--- src/rtl/mips_bus_pkg.sv ---
// Shared definitions for the two-master MIPS bus arbiter: Avalon widths,
// FSM state encoding and the per-master request bundle.
package mips_bus_pkg;

  localparam int ADDR_W = 32;
  localparam int DATA_W = 32;
  localparam int BE_W   = 4;

  typedef enum logic [1:0] {
    IDLE = 2'd0,
    GNT0 = 2'd1,
    GNT1 = 2'd2
  } bus_state_t;

  // One master's request as seen by the arbiter mux.
  typedef struct packed {
    logic [ADDR_W-1:0] addr;
    logic              read;
    logic              write;
    logic [BE_W-1:0]   be;
    logic [DATA_W-1:0] wdata;
  } av_req_t;

  // Hold counter width: wide enough for MAX_HOLD, never below 3 bits.
  function automatic int hold_w(input int max_hold);
    int w;
    w = $clog2(max_hold + 1);
    return (w < 3) ? 3 : w;
  endfunction

endpackage

--- src/rtl/mips_bus_rr_pick.sv ---
// Arbitration decision: who owns the bus next, evaluated from IDLE or at
// the completion of a transfer by the current owner.
module mips_bus_rr_pick
  import mips_bus_pkg::*;
#(
  parameter int FIXED_PRIO = 0,
  parameter int MAX_HOLD   = 4,
  parameter int HOLD_W     = 3
) (
  input  logic [1:0]        req,
  input  bus_state_t        owner,
  input  logic              last_grant,
  input  logic [HOLD_W-1:0] hold_cnt,
  output bus_state_t        next_owner
);

  logic hold_full;

  // The completion being decided on counts toward the hold budget.
  assign hold_full = (int'(hold_cnt) + 1) >= MAX_HOLD;

  // Next owner: ties in IDLE go opposite last_grant (or to port 0 when fixed);
  // on completion the waiting port takes over unless port 0 keeps priority.
  always_comb begin
    next_owner = IDLE;
    unique case (owner)
      IDLE: begin
        if (&req)        next_owner = ((FIXED_PRIO != 0) || last_grant) ? GNT0 : GNT1;
        else if (req[0]) next_owner = GNT0;
        else if (req[1]) next_owner = GNT1;
      end
      GNT0: begin
        if (req[1])      next_owner = ((FIXED_PRIO != 0) && req[0] && !hold_full) ? GNT0 : GNT1;
        else if (req[0]) next_owner = GNT0;
      end
      GNT1: begin
        // Port 0 wins here in both modes: round-robin turn or fixed priority.
        if (req[0])      next_owner = GNT0;
        else if (req[1]) next_owner = GNT1;
      end
      default: next_owner = IDLE;
    endcase
  end

endmodule

--- src/rtl/mips_bus_arbiter.sv ---
// Two-master Avalon-MM arbiter in front of the shared RAM: port 0 = data,
// port 1 = instruction fetch. Owner's request is passed through unregistered.
module mips_bus_arbiter
  import mips_bus_pkg::*;
#(
  parameter int FIXED_PRIO = 0,
  parameter int MAX_HOLD   = 4
) (
  input  logic              clk,
  input  logic              reset,
  input  logic [ADDR_W-1:0] m0_address,
  input  logic              m0_read,
  input  logic              m0_write,
  input  logic [BE_W-1:0]   m0_byteenable,
  input  logic [DATA_W-1:0] m0_writedata,
  output logic              m0_waitrequest,
  output logic [DATA_W-1:0] m0_readdata,
  input  logic [ADDR_W-1:0] m1_address,
  input  logic              m1_read,
  input  logic              m1_write,
  input  logic [BE_W-1:0]   m1_byteenable,
  input  logic [DATA_W-1:0] m1_writedata,
  output logic              m1_waitrequest,
  output logic [DATA_W-1:0] m1_readdata,
  output logic [ADDR_W-1:0] s_address,
  output logic              s_read,
  output logic              s_write,
  output logic [BE_W-1:0]   s_byteenable,
  output logic [DATA_W-1:0] s_writedata,
  input  logic              s_waitrequest,
  input  logic [DATA_W-1:0] s_readdata,
  output logic [1:0]        grant
);

  localparam int HOLD_W = hold_w(MAX_HOLD);

  bus_state_t        state, state_nxt, pick;
  logic              last_grant, last_grant_nxt;
  logic [HOLD_W-1:0] hold_cnt, hold_nxt;
  av_req_t [1:0]     mreq;
  av_req_t           sel;
  logic [1:0]        req;
  logic              own;

  assign mreq[0] = {m0_address, m0_read, m0_write, m0_byteenable, m0_writedata};
  assign mreq[1] = {m1_address, m1_read, m1_write, m1_byteenable, m1_writedata};
  assign req     = {m1_read | m1_write, m0_read | m0_write};
  assign own     = (state == GNT1);
  assign sel     = mreq[own];

  // Read data is a plain fan-out; only the owner's copy is meaningful.
  assign m0_readdata = s_readdata;
  assign m1_readdata = s_readdata;

  mips_bus_rr_pick #(
    .FIXED_PRIO (FIXED_PRIO),
    .MAX_HOLD   (MAX_HOLD),
    .HOLD_W     (HOLD_W)
  ) u_pick (
    .req        (req),
    .owner      (state),
    .last_grant (last_grant),
    .hold_cnt   (hold_cnt),
    .next_owner (pick)
  );

  // State, last owner and hold counter; reset hands the first tie to port 0.
  always_ff @(posedge clk or negedge reset) begin
    if (!reset) begin
      state      <= IDLE;
      last_grant <= 1'b1;
      hold_cnt   <= '0;
    end else begin
      state      <= state_nxt;
      last_grant <= last_grant_nxt;
      hold_cnt   <= hold_nxt;
    end
  end

  // Next state: owner only moves on a completed transfer or when it drops out.
  always_comb begin
    state_nxt      = state;
    last_grant_nxt = last_grant;
    hold_nxt       = hold_cnt;
    unique case (state)
      IDLE: begin
        state_nxt = pick;
        hold_nxt  = '0;
      end
      GNT0, GNT1: begin
        if (!req[own]) begin
          // Owner abandoned the request (possibly mid-wait): release the bus.
          state_nxt = IDLE;
          hold_nxt  = '0;
        end else if (!s_waitrequest) begin
          state_nxt      = pick;
          last_grant_nxt = own;
          if (pick == state) begin
            if (int'(hold_cnt) < MAX_HOLD) hold_nxt = hold_cnt + 1'b1;
          end else begin
            hold_nxt = '0;
          end
        end
      end
      default: begin
        state_nxt = IDLE;
        hold_nxt  = '0;
      end
    endcase
  end

  // Slave-side mux and master stalls; reset gates everything combinationally.
  always_comb begin
    s_address      = '0;
    s_read         = 1'b0;
    s_write        = 1'b0;
    s_byteenable   = '0;
    s_writedata    = '0;
    m0_waitrequest = 1'b1;
    m1_waitrequest = 1'b1;
    grant          = 2'b00;
    if (reset && (state != IDLE)) begin
      s_address    = sel.addr;
      s_write      = sel.write;
      s_read       = sel.read & ~sel.write;
      s_byteenable = sel.be;
      s_writedata  = sel.wdata;
      grant        = own ? 2'b10 : 2'b01;
      if (own) m1_waitrequest = s_waitrequest;
      else     m0_waitrequest = s_waitrequest;
    end
  end

endmodule

--- config.mk ---
export PLATFORM = sky130hd
export DESIGN_NAME = mips_bus_arbiter
export DESIGN_NICKNAME = d
export VERILOG_FILES = /design/src/rtl/mips_bus_pkg.sv /design/src/rtl/mips_bus_rr_pick.sv /design/src/rtl/mips_bus_arbiter.sv
export SDC_FILE = /design/constraint.sdc
export NUM_CORES = 1
export LEC_CHECK = 0
export CAP_MARGIN = 0
export CORE_AREA = 3 3 121 123
export CTS_BUF_LIST = sky130_fd_sc_hd__clkbuf_8
export CTS_CLUSTER_DIAMETER = 60
export DETAILED_ROUTE_END_ITERATION = 16
export DIE_AREA = 0 0 124 126
export SLEW_MARGIN = 20
export SYNTH_ARGS = -nofsm -noshare
export SYNTH_HDL_FRONTEND = slang
export SYNTH_HIERARCHICAL = 1
export SYNTH_SLANG_ARGS = --single-unit
--- constraint.sdc ---
create_clock -name clk -period 3.8 [get_ports clk]
set_clock_uncertainty 0.05 [all_clocks]
set_input_delay 0.76 -clock clk [delete_from_list [all_inputs] [get_ports clk]]
set_output_delay 0.76 -clock clk [all_outputs]
set_load 0.01 [all_outputs]
==> flow_summary.json <==
{
  "p_per_area_nw_per_um2": 398,
  "grt_pass1_vias": 2217,
  "wire_per_inst_um": 14.2,
  "syn-num-nets": 436,
  "tightest_slew_ns": 0.581,
  "crit_path_end_kind": "output pin",
  "seqCellArea_um2": 76.3,
  "slowest_stage": "ha_4",
  "max-cap-violations": 0,
  "path_cells": "inv_1 -> ha_4 -> buf_12 -> mux2i_1 -> nor2_1 -> clkdlybuf4s50_1",
  "rsz0062_at_grt": "false",
  "clkSinkCount": 3,
  "syn-cell-area_um2": 1820,
  "grtUsageTotal_pct": 9.28,
  "slew_violations": 0,
  "cts_resized": 0,
  "grt_pass1_wl_um": 11600,
  "synthCells": 258,
  "postCtsSetupBuffers": 0,
  "place_congestion": 0.709,
  "period_minus_slack_ns": 3.27,
  "routed_wl_um": 8280,
  "cp.required_ns": 2.99,
  "drtIter0Drc": 27,
  "clk_path_buf_depth": 2,
  "setup-violations-final": 0,
  "setup_tns_ns": 0,
  "die-area_um2": 15600,
  "max-slew-margin-rel_pct": 61.2,
  "antenna_left": 0,
  "grt_max_degree": 44,
  "syn2layout_area_growth_pct": 107,
  "crit_path_max_fanout": 32,
  "vdd_drop_max_mv": 0.159,
  "portBuffers": 216,
  "post-route-drc-count": 0,
  "die_h_um": 126,
  "clk_latency_ns": 0.22,
  "initial_utilization_pct": 13.2,
  "grt_overflow": 0,
  "rrSetupSlack_ns": 1.73,
  "fp.dieW_um": 124,
  "outcome": "completed",
  "fin_crit_sh_pct": 85.9,
  "h-tree-depth": 1,
  "fillers": 1509,
  "multi_input_area_um2": 1180,
  "cts_buffers": 3,
  "fin_nets": 583,
  "avgSynthCellArea_um2": 7.07,
  "detailed_place_hpwl_um": 7240,
  "startpoint_type": "register",
  "root_buffer": "clkbuf_8",
  "post_drt_via_cell_ratio": 3.75,
  "slowest_delay_ns": 0.53,
  "crit_type": "register to output pin",
  "dr_total_vias": 2190,
  "core_area_um2": 13800,
  "clkTransAtPathRegs_ns": 0.03,
  "cts_tree": "yes",
  "power.total_uw": 1510,
  "p_leak_uw": 0.00140,
  "num_antenna_cells": 0,
  "drive_above_1_share_pct": 4.70,
  "ios": 313,
  "rows": 43,
  "hold_violations": 0,
  "fmax_mhz": 306,
  "hold_ws_ns": 0.452,
  "worstPathArrival_ns": 2.46,
  "ys_warn_count": 6,
  "antenna_found_initial": 0,
  "postCtsHoldBufs": 0,
  "worstHoldPathType": "register to register",
  "dr.pass1.iters": 4
}
[routing by layer]
metal  routed length [um]  part of all wire [%]  vias up  GRT usage, %
li1                     -                     -     1071             -
met1                 2590                    31      924          8.41
met2                 4190                    51      171          18.1
met3                 1240                    15       24          3.32
met4                  261                   3.2        0          3.80
met5                    0                     0        -             0
[where the power goes]
group / total [uW] / internal (uW) / switching (uW)
logic: 1340 / 755 / 589
registers: 71.1 / 49.7 / 21.4
clock network: 91.9 / 68.9 / 23.0
total: 1510 / 873 / 634
[placed cells by master, fill, tap and decap left out, types with 2 or more instances in the layout]
cell type        instances
clkdlybuf4s50_1        216
nor2_1                  74
mux2i_1                 70
inv_1                    6
buf_4                    6
nand2_1                  4
nand2b_1                 3
clkbuf_8                 3
o22ai_1                  2
ha_1                     2
dfrtp_1                  2
[critical path: cells and delay by family, from the launching register on]
family,cells,cell delay (ns)
AND/OR/NAND/NOR,1,0.06
multiplexers,1,0.27
adder cells (fa/ha/maj),1,0.53
buffers and inverters,3,0.91
flip-flops,1,0.44
[per-stage QoR]
stage	std cells	worst slack [ns]	area [um2]	utilization, %
2_1_floorplan	258	1.54	1820	-
3_3_place_gp	580	0.586	3740	27.1
3_5_place_dp	580	0.556	3740	27.1
4_1_cts	584	0.486	3780	27.5
5_1_grt	584	0.361	3780	27.5
6_report	584	0.534	3780	27.5
[registers in the layout (all words and copies together) (netlist names)]
signal      flops
last_grant      1
state           2
[path summary, 6_finish.rpt]
check                                  startpoint                     end  depth (start not counted)
max in group asynchronous                   reset  last_grant$_DFFE_PN1P_                          1
max                          state[0]$_DFFE_PN0P_         s_writedata[14]                          6
max reg2reg                  state[0]$_DFFE_PN0P_    state[0]$_DFFE_PN0P_                          6
min                        last_grant$_DFFE_PN1P_  last_grant$_DFFE_PN1P_                          2
min in group asynchronous                   reset    state[0]$_DFFE_PN0P_                          1
min reg2reg                last_grant$_DFFE_PN1P_  last_grant$_DFFE_PN1P_                          2
[area by class of cell]
type	instances	area share, %
sequential	3	2.02
inverter	6	0.596
timing repair buffer	223	58.9
clock inverter	1	0.0993
multi-input combinational	168	31.3
clock buffer	3	1.09
tap	180	5.96
Note: power is estimated with default switching activity, not from simulation.
